==> config.mk <==
export PLATFORM = sky130hd
export DESIGN_NAME = rf_tdd_seq
export DESIGN_NICKNAME = d
export VERILOG_FILES = /design/src/rtl/rf_tdd_seq.sv
export SDC_FILE = /design/constraint.sdc
export NUM_CORES = 1
export LEC_CHECK = 0
export ABC_CLOCK_PERIOD_IN_PS = 6530
export CORE_AREA = 3 3 271 273
export CTS_CLUSTER_DIAMETER = 50
export CTS_CLUSTER_SIZE = 30
export DETAILED_ROUTE_END_ITERATION = 12
export DIE_AREA = 0 0 274 276
export PLACE_DENSITY_LB_ADDON = 0.1
export SLEW_MARGIN = 10
export SYNTH_ARGS = -nofsm -noshare
export SYNTH_HDL_FRONTEND = slang
export SYNTH_SLANG_ARGS = --single-unit
==> constraint.sdc <==
create_clock -name clk -period 6.53 [get_ports clk]
set_clock_uncertainty 0.1 [all_clocks]
set_input_delay 0.9795 -clock clk [delete_from_list [all_inputs] [get_ports clk]]
set_output_delay 0.9795 -clock clk [all_outputs]
set_load 0.01 [all_outputs]
==> src/rtl/rf_tdd_seq.sv <==
// -----------------------------------------------------------------------------
// rf_tdd_seq -- TDD RF front-end GPIO sequencer
//
// A frame is a table of NUM_PHASES phases. Each phase has its own duration in
// clock cycles and its own GPIO word. A rising edge on trig starts a frame.
// Phases with zero duration are skipped. Frames repeat back to back unless
// single_shot is set. The configuration is captured into shadow registers on
// each trig edge and again at every frame boundary, so software can rewrite
// cfg_* while a frame is running without tearing it.
//
// Optional feature, guarded by the macro RF_TDD_ROT_EN: phase ROT_PHASE takes
// its GPIO word from a rotation table indexed by rot_idx. rot_idx steps once
// per completed frame. When the macro is not defined, cfg_rot_gpio and
// cfg_rot_len are accepted but ignored.
//
// Ports
//   clk, rst_n     clock; asynchronous active-low reset
//   trig           frame sync; its rising edge (re)starts a frame
//   enable         low forces IDLE on the next cycle
//   single_shot    1: one frame per trig edge; 0: free-run
//   cfg_dur        phase p duration, slice p (CNT_W bits each)
//   cfg_gpio       phase p GPIO word, slice p (GPIO_W bits each)
//   cfg_idle_gpio  GPIO word driven while IDLE
//   cfg_rot_gpio   rotation table (ROT_DEPTH words)
//   cfg_rot_len    active rotation entries (0 behaves as 1)
//   gpio_out       registered GPIO word
//   phase_idx      current phase (0 in IDLE)
//   running        FSM state: high in RUN, low in IDLE
//   frame_cnt      frames completed since the last trig edge
//   frame_pulse    one cycle high in the first cycle after a frame completes
//   resync         one cycle high when trig restarts a running frame
//   cfg_err        set when a start finds every duration zero; cleared by trig
// -----------------------------------------------------------------------------
module rf_tdd_seq #(
   parameter int NUM_PHASES = 5,
   parameter int GPIO_W     = 32,
   parameter int CNT_W      = 24,
   parameter int ROT_DEPTH  = 10,
   parameter int ROT_PHASE  = 1
) (
   input  logic                         clk,
   input  logic                         rst_n,
   input  logic                         trig,
   input  logic                         enable,
   input  logic                         single_shot,
   input  logic [NUM_PHASES*CNT_W-1:0]  cfg_dur,
   input  logic [NUM_PHASES*GPIO_W-1:0] cfg_gpio,
   input  logic [GPIO_W-1:0]            cfg_idle_gpio,
   input  logic [ROT_DEPTH*GPIO_W-1:0]  cfg_rot_gpio,
   input  logic [3:0]                   cfg_rot_len,
   output logic [GPIO_W-1:0]            gpio_out,
   output logic [3:0]                   phase_idx,
   output logic                         running,
   output logic [15:0]                  frame_cnt,
   output logic                         frame_pulse,
   output logic                         resync,
   output logic                         cfg_err
);

   typedef enum logic {
      S_IDLE = 1'b0,
      S_RUN  = 1'b1
   } state_t;

   localparam logic [CNT_W-1:0] CNT_ONE = CNT_W'(1);

   state_t            state_q, state_nx;
   logic              trig_d;
   logic              trig_start;
   logic [3:0]        phase_q, phase_nx;
   logic [CNT_W-1:0]  cnt_q, cnt_nx;
   logic [15:0]       frame_cnt_nx;
   logic              pulse_nx, resync_nx, cfg_err_nx;
   logic [GPIO_W-1:0] gpio_nx;
   logic              load;

   // Live configuration split into per-phase words.
   logic [CNT_W-1:0]  cfg_dur_a  [NUM_PHASES];
   logic [GPIO_W-1:0] cfg_gpio_a [NUM_PHASES];

   // Shadow copy used while a frame runs.
   logic [CNT_W-1:0]  sh_dur  [NUM_PHASES];
   logic [GPIO_W-1:0] sh_gpio [NUM_PHASES];

   // Phase search results.
   logic              cfg_any;
   logic [3:0]        first_nz;
   logic              has_next;
   logic [3:0]        next_nz;
   logic [CNT_W-1:0]  cur_dur;
   logic              phase_end;

   for (genvar g = 0; g < NUM_PHASES; g++) begin : g_unpack
      assign cfg_dur_a[g]  = cfg_dur[g*CNT_W +: CNT_W];
      assign cfg_gpio_a[g] = cfg_gpio[g*GPIO_W +: GPIO_W];
   end

`ifdef RF_TDD_ROT_EN
   logic [GPIO_W-1:0] cfg_rot_a [ROT_DEPTH];
   logic [GPIO_W-1:0] sh_rot    [ROT_DEPTH];
   logic [3:0]        sh_rot_len;
   logic [3:0]        rot_idx_q, rot_idx_nx;
   logic [3:0]        rot_last;

   for (genvar g = 0; g < ROT_DEPTH; g++) begin : g_rot_unpack
      assign cfg_rot_a[g] = cfg_rot_gpio[g*GPIO_W +: GPIO_W];
   end

   // Last valid rotation index. A length of 0 behaves as 1, and lengths
   // beyond the table depth are clipped to the table.
   always_comb begin
      rot_last = 4'd0;
      if (sh_rot_len != 4'd0) begin
         rot_last = sh_rot_len - 4'd1;
      end
      if (rot_last > 4'(ROT_DEPTH - 1)) begin
         rot_last = 4'(ROT_DEPTH - 1);
      end
   end
`else
   logic unused_rot;
   assign unused_rot = ^{cfg_rot_gpio, cfg_rot_len, 4'(ROT_PHASE)};
`endif

   assign trig_start = trig & ~trig_d;
   assign running    = (state_q == S_RUN);
   assign phase_idx  = phase_q;

   // First non-zero phase of the live configuration (used on every (re)start,
   // because the shadow is reloaded in the same cycle), and the next non-zero
   // phase after the current one in the shadow. Descending loops let the
   // lowest matching index win.
   always_comb begin
      cfg_any  = 1'b0;
      first_nz = 4'd0;
      has_next = 1'b0;
      next_nz  = 4'd0;
      cur_dur  = '0;
      for (int i = NUM_PHASES - 1; i >= 0; i--) begin
         if (cfg_dur_a[i] != '0) begin
            cfg_any  = 1'b1;
            first_nz = 4'(i);
         end
         if ((4'(i) > phase_q) && (sh_dur[i] != '0)) begin
            has_next = 1'b1;
            next_nz  = 4'(i);
         end
         if (phase_q == 4'(i)) begin
            cur_dur = sh_dur[i];
         end
      end
   end

   assign phase_end = (cnt_q == (cur_dur - CNT_ONE));

   // Next-state logic. Priority: enable low, then trig edge, then counting.
   always_comb begin
      state_nx     = state_q;
      phase_nx     = phase_q;
      cnt_nx       = cnt_q;
      frame_cnt_nx = frame_cnt;
      cfg_err_nx   = cfg_err;
      pulse_nx     = 1'b0;
      resync_nx    = 1'b0;
      load         = 1'b0;
`ifdef RF_TDD_ROT_EN
      rot_idx_nx   = rot_idx_q;
`endif
      if (!enable) begin
         state_nx = S_IDLE;
         phase_nx = 4'd0;
      end else if (trig_start) begin
         load         = 1'b1;
         cnt_nx       = '0;
         frame_cnt_nx = 16'd0;
         cfg_err_nx   = ~cfg_any;
         resync_nx    = (state_q == S_RUN);
`ifdef RF_TDD_ROT_EN
         rot_idx_nx   = 4'd0;
`endif
         if (cfg_any) begin
            state_nx = S_RUN;
            phase_nx = first_nz;
         end else begin
            state_nx = S_IDLE;
            phase_nx = 4'd0;
         end
      end else if (state_q == S_RUN) begin
         if (!phase_end) begin
            cnt_nx = cnt_q + CNT_ONE;
         end else begin
            cnt_nx = '0;
            if (has_next) begin
               phase_nx = next_nz;
            end else begin
               // Frame complete.
               load         = 1'b1;
               pulse_nx     = 1'b1;
               frame_cnt_nx = frame_cnt + 16'd1;
`ifdef RF_TDD_ROT_EN
               rot_idx_nx   = (rot_idx_q >= rot_last) ? 4'd0 : rot_idx_q + 4'd1;
`endif
               if (single_shot || !cfg_any) begin
                  state_nx   = S_IDLE;
                  phase_nx   = 4'd0;
                  cfg_err_nx = cfg_err | ~cfg_any;
               end else begin
                  phase_nx = first_nz;
               end
            end
         end
      end
   end

   // GPIO word for the next cycle. When the shadow is being reloaded this
   // cycle, the word comes straight from the live configuration so the first
   // cycle of a frame already shows the new value.
   always_comb begin
      gpio_nx = cfg_idle_gpio;
      if (state_nx == S_RUN) begin
         for (int i = 0; i < NUM_PHASES; i++) begin
            if (phase_nx == 4'(i)) begin
               gpio_nx = load ? cfg_gpio_a[i] : sh_gpio[i];
            end
         end
`ifdef RF_TDD_ROT_EN
         if (phase_nx == 4'(ROT_PHASE)) begin
            for (int j = 0; j < ROT_DEPTH; j++) begin
               if (rot_idx_nx == 4'(j)) begin
                  gpio_nx = load ? cfg_rot_a[j] : sh_rot[j];
               end
            end
         end
`endif
      end
   end

   always_ff @(posedge clk or negedge rst_n) begin
      if (!rst_n) begin
         state_q     <= S_IDLE;
         trig_d      <= 1'b0;
         phase_q     <= 4'd0;
         cnt_q       <= '0;
         gpio_out    <= '0;
         frame_cnt   <= 16'd0;
         frame_pulse <= 1'b0;
         resync      <= 1'b0;
         cfg_err     <= 1'b0;
      end else begin
         state_q     <= state_nx;
         trig_d      <= trig;
         phase_q     <= phase_nx;
         cnt_q       <= cnt_nx;
         gpio_out    <= gpio_nx;
         frame_cnt   <= frame_cnt_nx;
         frame_pulse <= pulse_nx;
         resync      <= resync_nx;
         cfg_err     <= cfg_err_nx;
      end
   end

   always_ff @(posedge clk or negedge rst_n) begin
      if (!rst_n) begin
         for (int i = 0; i < NUM_PHASES; i++) begin
            sh_dur[i]  <= '0;
            sh_gpio[i] <= '0;
         end
      end else if (load) begin
         for (int i = 0; i < NUM_PHASES; i++) begin
            sh_dur[i]  <= cfg_dur_a[i];
            sh_gpio[i] <= cfg_gpio_a[i];
         end
      end
   end

`ifdef RF_TDD_ROT_EN
   always_ff @(posedge clk or negedge rst_n) begin
      if (!rst_n) begin
         rot_idx_q  <= 4'd0;
         sh_rot_len <= 4'd0;
         for (int j = 0; j < ROT_DEPTH; j++) begin
            sh_rot[j] <= '0;
         end
      end else begin
         rot_idx_q <= rot_idx_nx;
         if (load) begin
            sh_rot_len <= cfg_rot_len;
            for (int j = 0; j < ROT_DEPTH; j++) begin
               sh_rot[j] <= cfg_rot_a[j];
            end
         end
      end
   end
`endif

endmodule
==> flow_summary.yaml <==
status:
  status: "finished, final reports clean"
placement:
  hpwl_um: 55800
  io_buffers: 372
  place_ws_ns: 0.00683
  place.gp.congestion: 0.869
setup_path:
  critPathMaxStageDelay_ns: 0.63
  crit_type: "flip-flop to flip-flop"
  worstPathMaxFanout: 28
  critPathSlowestCell: "or4_4"
  cp-start-kind: "flip-flop"
  required_ns: 6.97
  worstSetupEndpointType: "flip-flop"
  crit_path_cell_trace: "nor2b_1 -> a2111oi_2 -> a2bb2oi_2 -> ha_1 -> and3_1 -> nand3_1 -> or4_4 -> mux2_1 -> or4b_1 -> nor4_2 -> buf_4 -> nand2_2 -> and3_4 -> o21ai_4 -> buf_12 -> a21oi_1 -> a2111oi_0 -> a221o_1"
  worstPathArrival_ns: 6.63
grt:
  grt.total_usage_pct: 19.7
  gr-total-overflow: 0
  grt_pass1_vias: 17900
  grt_pass1_wl_um: 114000
  antenna_found_initial: 26
  grt_max_degree: 127
clock_tree:
  clock-sinks: 361
  cts.htree.levels: 2
  cts_root_buf: "clkbuf_16"
  path_clk_slew_ns: 0.05
  insertion_delay_ns: 0.62
  cts_tree: "done"
  clock_path_buffers: 3
  cts_buffers: 56
synth:
  yosys.area_share.adder_pct: 0.200
  synth_most_common_cell: "nand2_1"
  synth_ff_type: "dfrtp_1"
  synth-compound-area-share_pct: 14.0
  synth_top_area_share_pct: 48.2
  muxShareOfSynthArea_pct: 5.38
  synth_cell_types: 97
  synth_top_family_by_area: "simple AND/OR/NAND/NOR gates"
  async_flop_share_pct: 100
  avgSynthCellArea_um2: 9.15
  synth-warning-count: 0
  synth_cells: 2046
  synth_seq_cells: 361
  synth_edf_count: 0
  syn_area_um2: 18700
  ys_seq_area_share_pct: 48.2
  synth_nets: 2690
  netlist_top_cells_count: "nand2_1, dfrtp_1, nor2_1"
  synthTopCellsByArea: "dfrtp_1, nand2_1, mux2_2"
  yosys.area_share.xor_xnor_pct: 2.69
  synth-simple-area-share_pct: 25.7
  synth_top_area_cell: "dfrtp_1"
finish:
  layout-drive-gt1-share_pct: 10.3
  fin_nets: 3024
  fillers: 7410
  syn_to_final_growth_pct: 36.6
routing:
  drt-pass1-iter-count: 6
  ant_nets: 0
  vias_per_cell: 5.07
  wl_per_cell_um: 22.3
  num_vias: 17200
  dr.first_iter.drc_count: 1400
  wl_um: 75600
  drc: 0
sta:
  setup_violations: 0
  whs_ns: 0.304
  fin_ws_ns: 0.332
  fin_crit_ns: 6.20
  finalSetupTns_ns: 0
  rsz0062_at_grt: "false"
  maxSlewHeadroom_pct: 30.7
  worstMarginPinSlew_ns: 1.04
  period_share_pct: 94.9
  finalHoldViolCount: 0
  finalMaxSlewViolations: 0
  fmax_ghz: 0.161
power:
  ir_drop_uv: 233
  power_leakage_nw: 11.2
  powerDensity_nw_per_um2: 284
die:
  die-width_um: 274
  row_count: 98
  die_area_um2: 75600
  chipHeight_um: 276
  core_um2: 71400
  start_util_pct: 26.2
  io_pins: 697
hold_path:
  hp-class: "input pin to async pin"
flow_run:
  cap_viol_max_count: 0
stage by stage:
stage / utilization, % / power [mW] / instance area [µm²] / instances
after global routing: 35.8 / 7.63 / 25600 / 3389
after detailed placement: 32.9 / 4.06 / 23500 / 3272
final: 35.8 / 7.27 / 25600 / 3392
after floorplan: - / 3.42 / 18700 / 2046
after global placement: 32.9 / 4.04 / 23500 / 3272
after CTS: 35.7 / 7.35 / 25500 / 3375
flip-flops by register name, summed over array words and instances (netlist names):
signal and cells:
cfg_err 1, gpio_out 32, frame_pulse 1, sh_dur 120, trig_d 1, resync 1
phase_idx 4, running 1, sh_gpio 160, cnt_q 24, frame_cnt 16
report_power, final:
part	internal (mW)	switching, mW	total, mW
logic	0.580	0.681	1.26
clock network	2.08	1.16	3.24
registers	2.56	0.215	2.77
total	5.21	2.06	7.27
path summary, 6_finish.rpt:
| kind | cells after the start | startpoint | slack (ns) | to |
|---|---|---|---|---|
| worst max register to register | 18 | phase_idx[0]$_DFF_PN0_ | 0.33 | gpio_out[12]$_DFF_PN0_ |
| worst min-delay path | 1 | rst_n | 0.30 | cnt_q[21]$_DFFE_PN0P_ |
| min in group clk | 2 | sh_gpio[23]$_DFFE_PN0N_ | 0.36 | sh_gpio[23]$_DFFE_PN0N_ |
| worst min register to register | 2 | sh_gpio[23]$_DFFE_PN0N_ | 0.36 | sh_gpio[23]$_DFFE_PN0N_ |
| max in group asynchronous | 2 | rst_n | 4.52 | sh_dur[16]$_DFFE_PN0N_ |
| worst max-delay path | 18 | phase_idx[0]$_DFF_PN0_ | 0.33 | gpio_out[12]$_DFF_PN0_ |
cell families (layout without fill, tap and decap cells):
logic type      Yosys count  in the layout
compound gates          349            349
xor+xnor                 55             55
flops                   361            361
mux                      89             89
other cells               0             17
buf+inv                 148            527
simple gates           1041           1041
fa+ha+maj                 3              3
metal layers:
layer / vias up / wire length [µm] / GRT usage, %
met5: - / 111 / 0
met4: 16 / 2540 / 7.96
met3: 149 / 4740 / 4.61
met2: 484 / 34600 / 30.0
met1: 8608 / 33700 / 26.9
li1: 7929 / - / -
worst max-delay path, delay by kind of cell, from the launching register on:
kind | cells | cell delay [ns]
compound gates | 6 | 2.05
fa+ha+maj | 1 | 0.24
simple gates | 8 | 2.47
buf+inv | 2 | 0.44
mux | 1 | 0.26
flops | 1 | 0.52
placed cells by master, fill, tap and decap left out, types with 24 or more instances in the layout:
master,netlist,final
a21oi_1,49,48
a31oi_1,24,24
and3_1,25,25
buf_4,6,29
clkbuf_16,0,56
clkdlybuf4s50_1,0,371
dfrtp_1,361,359
mux2_2,58,58
nand2_1,642,640
nand3_1,76,76
nand4_1,25,25
nor2_1,86,84
nor4_1,61,61
o21ai_0,58,57
xnor2_1,29,29
xor2_1,24,24
area by class of cell:
| type | instances | area [µm²] | share of cell area (%) |
|---|---|---|---|
| Sequential cell | 361 | 9040 | 35.3 |
| Clock buffer | 69 | 1500 | 5.87 |
| Clock inverter | 34 | 518 | 2.03 |
| Inverter | 10 | 37.5 | 0.147 |
| Multi-Input combinational cell | 1537 | 9050 | 35.4 |
| Antenna cell | 17 | 42.5 | 0.166 |
| Tap cell | 950 | 1190 | 4.65 |
| Timing Repair Buffer | 414 | 4200 | 16.4 |
timing repair:
item / in CTS / in global routing
setup endpoints to repair: 0 / 26
resized for setup: 0 / 6
hold buffers: 0 / 0
buffers inserted: 0 / 0
Power figures use the tool's default switching activity.
